--- config.mk ---
export PLATFORM = sky130hd
export DESIGN_NAME = puf_response_collector
export DESIGN_NICKNAME = d
export VERILOG_FILES = /design/src/rtl/puf_pkg.sv /design/src/rtl/popcount32.sv /design/src/rtl/puf_response_collector.sv
export SDC_FILE = /design/constraint.sdc
export NUM_CORES = 2
export LEC_CHECK = 0
export BUFFER_PORTS_ARGS = -buffer_cell sky130_fd_sc_hd__buf_4
export CAP_MARGIN = 25
export CORE_UTILIZATION = 35
export CTS_CLUSTER_SIZE = 12
export DETAILED_ROUTE_END_ITERATION = 10
export GPL_TIMING_DRIVEN = 0
export SLEW_MARGIN = 20
export SYNTH_ARGS = -nofsm -noshare
export SYNTH_HDL_FRONTEND = slang
export SYNTH_SLANG_ARGS = --single-unit
--- constraint.sdc ---
create_clock -name clk -period 24.3 [get_ports clk]
set_clock_uncertainty 0.1 [all_clocks]
set_input_delay 2.43 -clock clk [delete_from_list [all_inputs] [get_ports clk]]
set_output_delay 2.43 -clock clk [all_outputs]
set_load 0.02 [all_outputs]
--- src/rtl/puf_pkg.sv ---
// rtl/puf_pkg.sv - shared state encoding and frame constants for the PUF response collector
package puf_pkg;

  typedef enum logic [2:0] {
    ST_IDLE,
    ST_ARM,
    ST_RUN,
    ST_CAPTURE,
    ST_COUNT,
    ST_STREAM
  } state_t;

  localparam logic [7:0] HDR_MAGIC   = 8'hA5;
  localparam int         FRAME_WORDS = 17;
  localparam int         RESP_W      = 128;

endpackage

--- src/rtl/popcount32.sv ---
// rtl/popcount32.sv - combinational population count of a 32-bit word
module popcount32 (
  input  logic [31:0] i_data,
  output logic [5:0]  o_count
);

  always_comb begin
    o_count = '0;
    for (int i = 0; i < 32; i++) begin
      o_count = o_count + {5'b0, i_data[i]};
    end
  end

endmodule

--- src/rtl/puf_response_collector.sv ---
// rtl/puf_response_collector.sv - drives the PUF slow stage, snapshots its four responses and streams them
// with a header carrying sequence number, timeout flag and complementary-pair mismatch count.
module puf_response_collector
  import puf_pkg::*;
#(
  parameter logic [31:0] TIMEOUT_CYCLES = 32'hFFFF_FFFF,
  parameter int          SYNC_STAGES    = 2
) (
  input  logic              clk,
  input  logic              rst_n,
  input  logic              cmd_valid,
  output logic              cmd_ready,
  output logic              ex_start,
  input  logic              ex_done,
  input  logic [RESP_W-1:0] resp_up,
  input  logic [RESP_W-1:0] resp_up_n,
  input  logic [RESP_W-1:0] resp_down,
  input  logic [RESP_W-1:0] resp_down_n,
  output logic [31:0]       m_data,
  output logic              m_valid,
  output logic              m_last,
  input  logic              m_ready,
  output logic              busy
);

  state_t                 r_state;
  state_t                 w_next;
  logic [SYNC_STAGES-1:0] r_sync;
  logic [RESP_W-1:0]      r_up, r_up_n, r_down, r_down_n;
  logic [8:0]             r_mism;
  logic [7:0]             r_seq;
  logic                   r_timeout;
  logic [4:0]             r_idx;
  logic [31:0]            r_tmo_cnt;

  logic                   w_ex_done_s;
  logic                   w_waiting;
  logic                   w_tmo_hit;
  logic                   w_accept;
  logic                   w_xfer;
  logic                   w_last_word;
  logic [RESP_W-1:0]      w_up_eq, w_down_eq;
  logic [31:0]            w_up_slice, w_down_slice;
  logic [5:0]             w_cnt_up, w_cnt_down;
  logic [8:0]             w_mism_add;
  logic [3:0]             w_widx;
  logic [RESP_W-1:0]      w_word_src;

  assign w_ex_done_s = r_sync[SYNC_STAGES-1];
  assign w_waiting   = (r_state == ST_ARM) || (r_state == ST_RUN);
  assign w_tmo_hit   = w_waiting && (r_tmo_cnt == TIMEOUT_CYCLES - 32'd1);
  assign w_accept    = cmd_valid && cmd_ready;
  assign w_xfer      = m_valid && m_ready;
  // A timed-out frame is just the header word
  assign w_last_word = r_timeout || (r_idx == 5'(FRAME_WORDS - 1));

  assign w_up_eq      = ~(r_up ^ r_up_n);
  assign w_down_eq    = ~(r_down ^ r_down_n);
  assign w_up_slice   = w_up_eq[{r_idx[1:0], 5'b0} +: 32];
  assign w_down_slice = w_down_eq[{r_idx[1:0], 5'b0} +: 32];
  assign w_mism_add   = {3'b0, w_cnt_up} + {3'b0, w_cnt_down};

  popcount32 u_pc_up   (.i_data(w_up_slice),   .o_count(w_cnt_up));
  popcount32 u_pc_down (.i_data(w_down_slice), .o_count(w_cnt_down));

  always_comb begin
    w_next = r_state;
    case (r_state)
      ST_IDLE:    if (w_accept) w_next = ST_ARM;
      ST_ARM:     if (w_tmo_hit) w_next = ST_STREAM;
                  else if (!w_ex_done_s) w_next = ST_RUN;
      ST_RUN:     if (w_tmo_hit) w_next = ST_STREAM;
                  else if (w_ex_done_s) w_next = ST_CAPTURE;
      ST_CAPTURE: w_next = ST_COUNT;
      ST_COUNT:   if (r_idx == 5'd3) w_next = ST_STREAM;
      ST_STREAM:  if (w_xfer && w_last_word) w_next = ST_IDLE;
      default:    w_next = ST_IDLE;
    endcase
  end

  // Gating with rst_n keeps cmd_ready low while reset is held even though the state is IDLE
  assign cmd_ready = (r_state == ST_IDLE) && rst_n;
  assign ex_start  = w_waiting;
  assign busy      = (r_state != ST_IDLE);
  assign m_valid   = (r_state == ST_STREAM);
  assign m_last    = (r_state == ST_STREAM) && w_last_word;
  assign w_widx    = r_idx[3:0] - 4'd1;

  always_comb begin
    case (w_widx[3:2])
      2'd0:    w_word_src = r_up;
      2'd1:    w_word_src = r_up_n;
      2'd2:    w_word_src = r_down;
      default: w_word_src = r_down_n;
    endcase
    m_data = '0;
    if (r_state == ST_STREAM) begin
      if (r_idx == 5'd0) m_data = {HDR_MAGIC, r_seq, r_timeout, 6'b0, r_mism};
      else               m_data = w_word_src[{w_widx[1:0], 5'b0} +: 32];
    end
  end

  always_ff @(posedge clk or negedge rst_n) begin
    if (!rst_n) begin
      r_state   <= ST_IDLE;
      r_sync    <= '0;
      r_up      <= '0;
      r_up_n    <= '0;
      r_down    <= '0;
      r_down_n  <= '0;
      r_mism    <= '0;
      r_seq     <= '0;
      r_timeout <= 1'b0;
      r_idx     <= '0;
      r_tmo_cnt <= '0;
    end else begin
      r_state   <= w_next;
      r_sync    <= {r_sync[SYNC_STAGES-2:0], ex_done};
      r_tmo_cnt <= w_waiting ? r_tmo_cnt + 32'd1 : '0;
      case (r_state)
        ST_IDLE: begin
          r_idx <= '0;
          if (w_accept) r_timeout <= 1'b0;
        end
        ST_ARM, ST_RUN: begin
          if (w_tmo_hit) begin
            r_timeout <= 1'b1;
            r_mism    <= '0;
          end
        end
        ST_CAPTURE: begin
          r_up     <= resp_up;
          r_up_n   <= resp_up_n;
          r_down   <= resp_down;
          r_down_n <= resp_down_n;
          r_mism   <= '0;
          r_idx    <= '0;
        end
        ST_COUNT: begin
          r_mism <= r_mism + w_mism_add;
          r_idx  <= (r_idx == 5'd3) ? 5'd0 : r_idx + 5'd1;
        end
        ST_STREAM: begin
          if (w_xfer) begin
            if (w_last_word) begin
              r_seq <= r_seq + 8'd1;
              r_idx <= '0;
            end else begin
              r_idx <= r_idx + 5'd1;
            end
          end
        end
        default: ;
      endcase
    end
  end

endmodule
==> results.toml <==
[worst_setup_path]
reg2reg_from = "r_idx[0]"
crit_path_frequent_cell = "fa_1"
cp.required_ns = 24.71
slowest_delay_ns = 0.67
slowest_stage = "buf_2"
arrival_ns = 10.40
path_class = "flip-flop to flip-flop"
r2r_slack_ns = 14.31
path_max_fanout = 10
startpoint_type = "flip-flop"
reg2reg_to = "r_mism[8]"
rr_worst_depth = 25
end_kind = "flip-flop"

[hold_path]
hold_depth = 0
hp-class = "flip-flop to flip-flop"
holdPathEnd = "r_sync[1]"
hp-start = "r_sync[0]"

[clock_tree]
cts.clk_slew.worst_paths_ns = 0.06
clk-insertion-delay-late_ns = 0.63
cts_tree = "yes"
ctsResizeCount = 0
postCtsHoldBufs = 0
cts.sinks = 572
cts-htree-levels = 3
cts_buffer_depth = 3
cts-root-buf = "clkbuf_16"
numCtsBuffers = 69
cts_setup_buffers = 0

[yosys]
synth_top_cell_by_area = "dfrtp_1"
avgSynthCellArea_um2 = 8.549
synth_fp_nets = 4397
synth.most_common_cell = "nand2_1"
yosysWarnings = 0
synthFlopType = "dfrtp_1"
synth_area_um2 = 32460
synth_top_area_share_pct = 44.09
ys_ff_latch = 572
netlist_top_cells_count = "nand2_1 (1,773), dfrtp_1 (572), xor2_1 (187)"
synth_edf_count = 0
yosys.cell_types.count = 66
synth_top_cells_by_area = "dfrtp_1 (44%), nand2_1 (21%), mux4_2 (5.1%)"
async_flop_share_pct = 100.0
seq_area_frac_synth_pct = 44.09
syn_inst = 3797

[sta]
finalWorstSetupSlack_ns = 14.31
setup_viol = 0
period_share_pct = 41.11
slew_viol_final = 0
relSlewSlack_pct = 25.58
fmax_ghz = 0.1001
rsz0062_at_grt = "no"
hold_viol_final = 0
tightest_slew_ns = 1.116
finalSetupTns_ns = 0
post-route-min-period_ns = 9.989

[floorplan]
row_count = 111
die_area_um2 = 93970
core_um2 = 91800
die_h_um = 306.6
initial_core_util_pct = 35.36
io_pins = 554
fp.dieW_um = 306.6

[global_routing]
grt_max_degree = 93
antenna_found_initial = 4
grt_pass1_wl_um = 233400
grt_pass1_vias = 30805
gr-total-overflow = 0
track_usage_pct = 35.74

[layout]
drive_gt1_share_pct = 18.89
fillCellCount = 9311
layout.nets = 5030
syn_to_final_growth_pct = 25.16

[placement]
gp_congestion = 1.012
io_buffers = 553
hpwl_um = 136900
preCtsSetupSlack_ns = 14.41

[drt]
ant_nets = 0
drcViolationCount = 0
drt_pre_antenna_iters = 8
vias_per_cell = 5.482
vias = 31394
wire_per_inst_um = 29.68
drtIter0Drc = 3722
wl_um = 170000

[job]
drv_cap = 0

[run_status]
outcome = "finished clean"
## cells in the final DEF (no fill, tap or decap), types with 7 or more instances in the layout
master	n
nand2_1	1773
dfrtp_1	572
buf_4	555
xor2_1	187
clkbuf_1	165
nor2_1	133
xnor2_1	116
inv_1	99
mux4_2	74
clkbuf_16	72
o21ai_0	65
a21oi_1	60
a311oi_1	59
fa_1	55
buf_2	47
mux2i_1	41
nand3_1	29
ha_1	28
o221ai_1	22
a211oi_1	18
and3_1	17
a31oi_1	17
mux2_2	15
nor3_1	13
o22ai_1	13
o211ai_1	13
clkbuf_2	12
nor4_1	11
o31ai_1	11
a22o_1	10
o41ai_1	10
nand4_1	10
buf_1	9
o221a_2	9
clkinv_2	9
o2111ai_1	8
a211o_1	7
clkbuf_8	7
buf_16	7
## how the worst max path moves through the flow
stage                        start         to  slack (ns)  depth (start not counted)
after global placement       rst_n  cmd_ready       12.83                          3
after CTS                 r_idx[0]  r_mism[8]       14.39                         25
after floorplan           r_idx[0]  r_mism[7]       15.82                         27
after detailed placement  r_idx[0]  r_mism[8]       14.41                         25
after global routing      r_idx[0]  r_mism[8]       14.02                         25
final                     r_idx[0]  r_mism[8]       14.31                         25
## state kept, by name, summed over array words and instances, names as in the netlist, 5 cells and up
name	count
r_down_n	128
r_up	128
r_down	128
r_mism	9
r_up_n	128
r_idx	5
r_tmo_cnt	32
r_seq	8
## per-stage QoR
step	hold slack, ns	cells	utilization [%]	area, µm²
floorplan	0.2312	3797	-	32460
global placement	0.2408	5593	41.58	38170
detailed placement	0.2403	5601	41.82	38400
CTS	0.2633	5721	44.23	40610
global route	0.2699	5722	44.25	40620
finish	0.2593	5727	44.26	40630
## critical path: cells and delay by family, from the launching register on
family	cells	cell delay (ns)
mux	1	0.64
buf+inv	6	1.69
fa+ha+maj	11	5.17
xor+xnor	2	0.60
flops	1	0.47
compound gates	5	1.17
## cell type report
type,instances,area (µm²),share of cell area [%]
Clock inverter,26,256.5,0.6313
Buffer,225,959.7,2.362
Sequential cell,572,14310,35.23
Multi-Input combinational cell,2900,16830,41.42
Inverter,100,375.4,0.9238
Timing Repair Buffer,562,4374,10.77
Clock buffer,94,1954,4.810
Tap cell,1243,1555,3.828
Antenna cell,5,12.51,0.03079
## kinds of logic (layout without fill, tap and decap cells)
kind of cell / count (synthesis) / in the layout / synth area share [%]
AOI/OAI and AO/OA: 359 / 359 / 7.909
buffers and inverters: 325 / 1007 / 4.066
and+or+nand+nor: 2023 / 2023 / 24.29
xor gates and xnor gates: 304 / 304 / 8.225
other: 0 / 5 / 0
adders and majority gates: 84 / 84 / 4.502
DFF: 572 / 572 / 44.09
muxes: 130 / 130 / 6.918
## routing by layer
| layer | part of all wire [%] | track usage, % | up-vias |
|---|---|---|---|
| met3 | 11 | 9.711 | 374 |
| met1 | 40 | 47.28 | 15522 |
| li1 | - | - | 13629 |
| met4 | 5.4 | 16.48 | 2 |
| met5 | 0.0076 | 0 | - |
| met2 | 44 | 54.45 | 1867 |
Power is not shown: default switching activity piles up to over one toggle a cycle in this logic, so the estimate is an artifact.
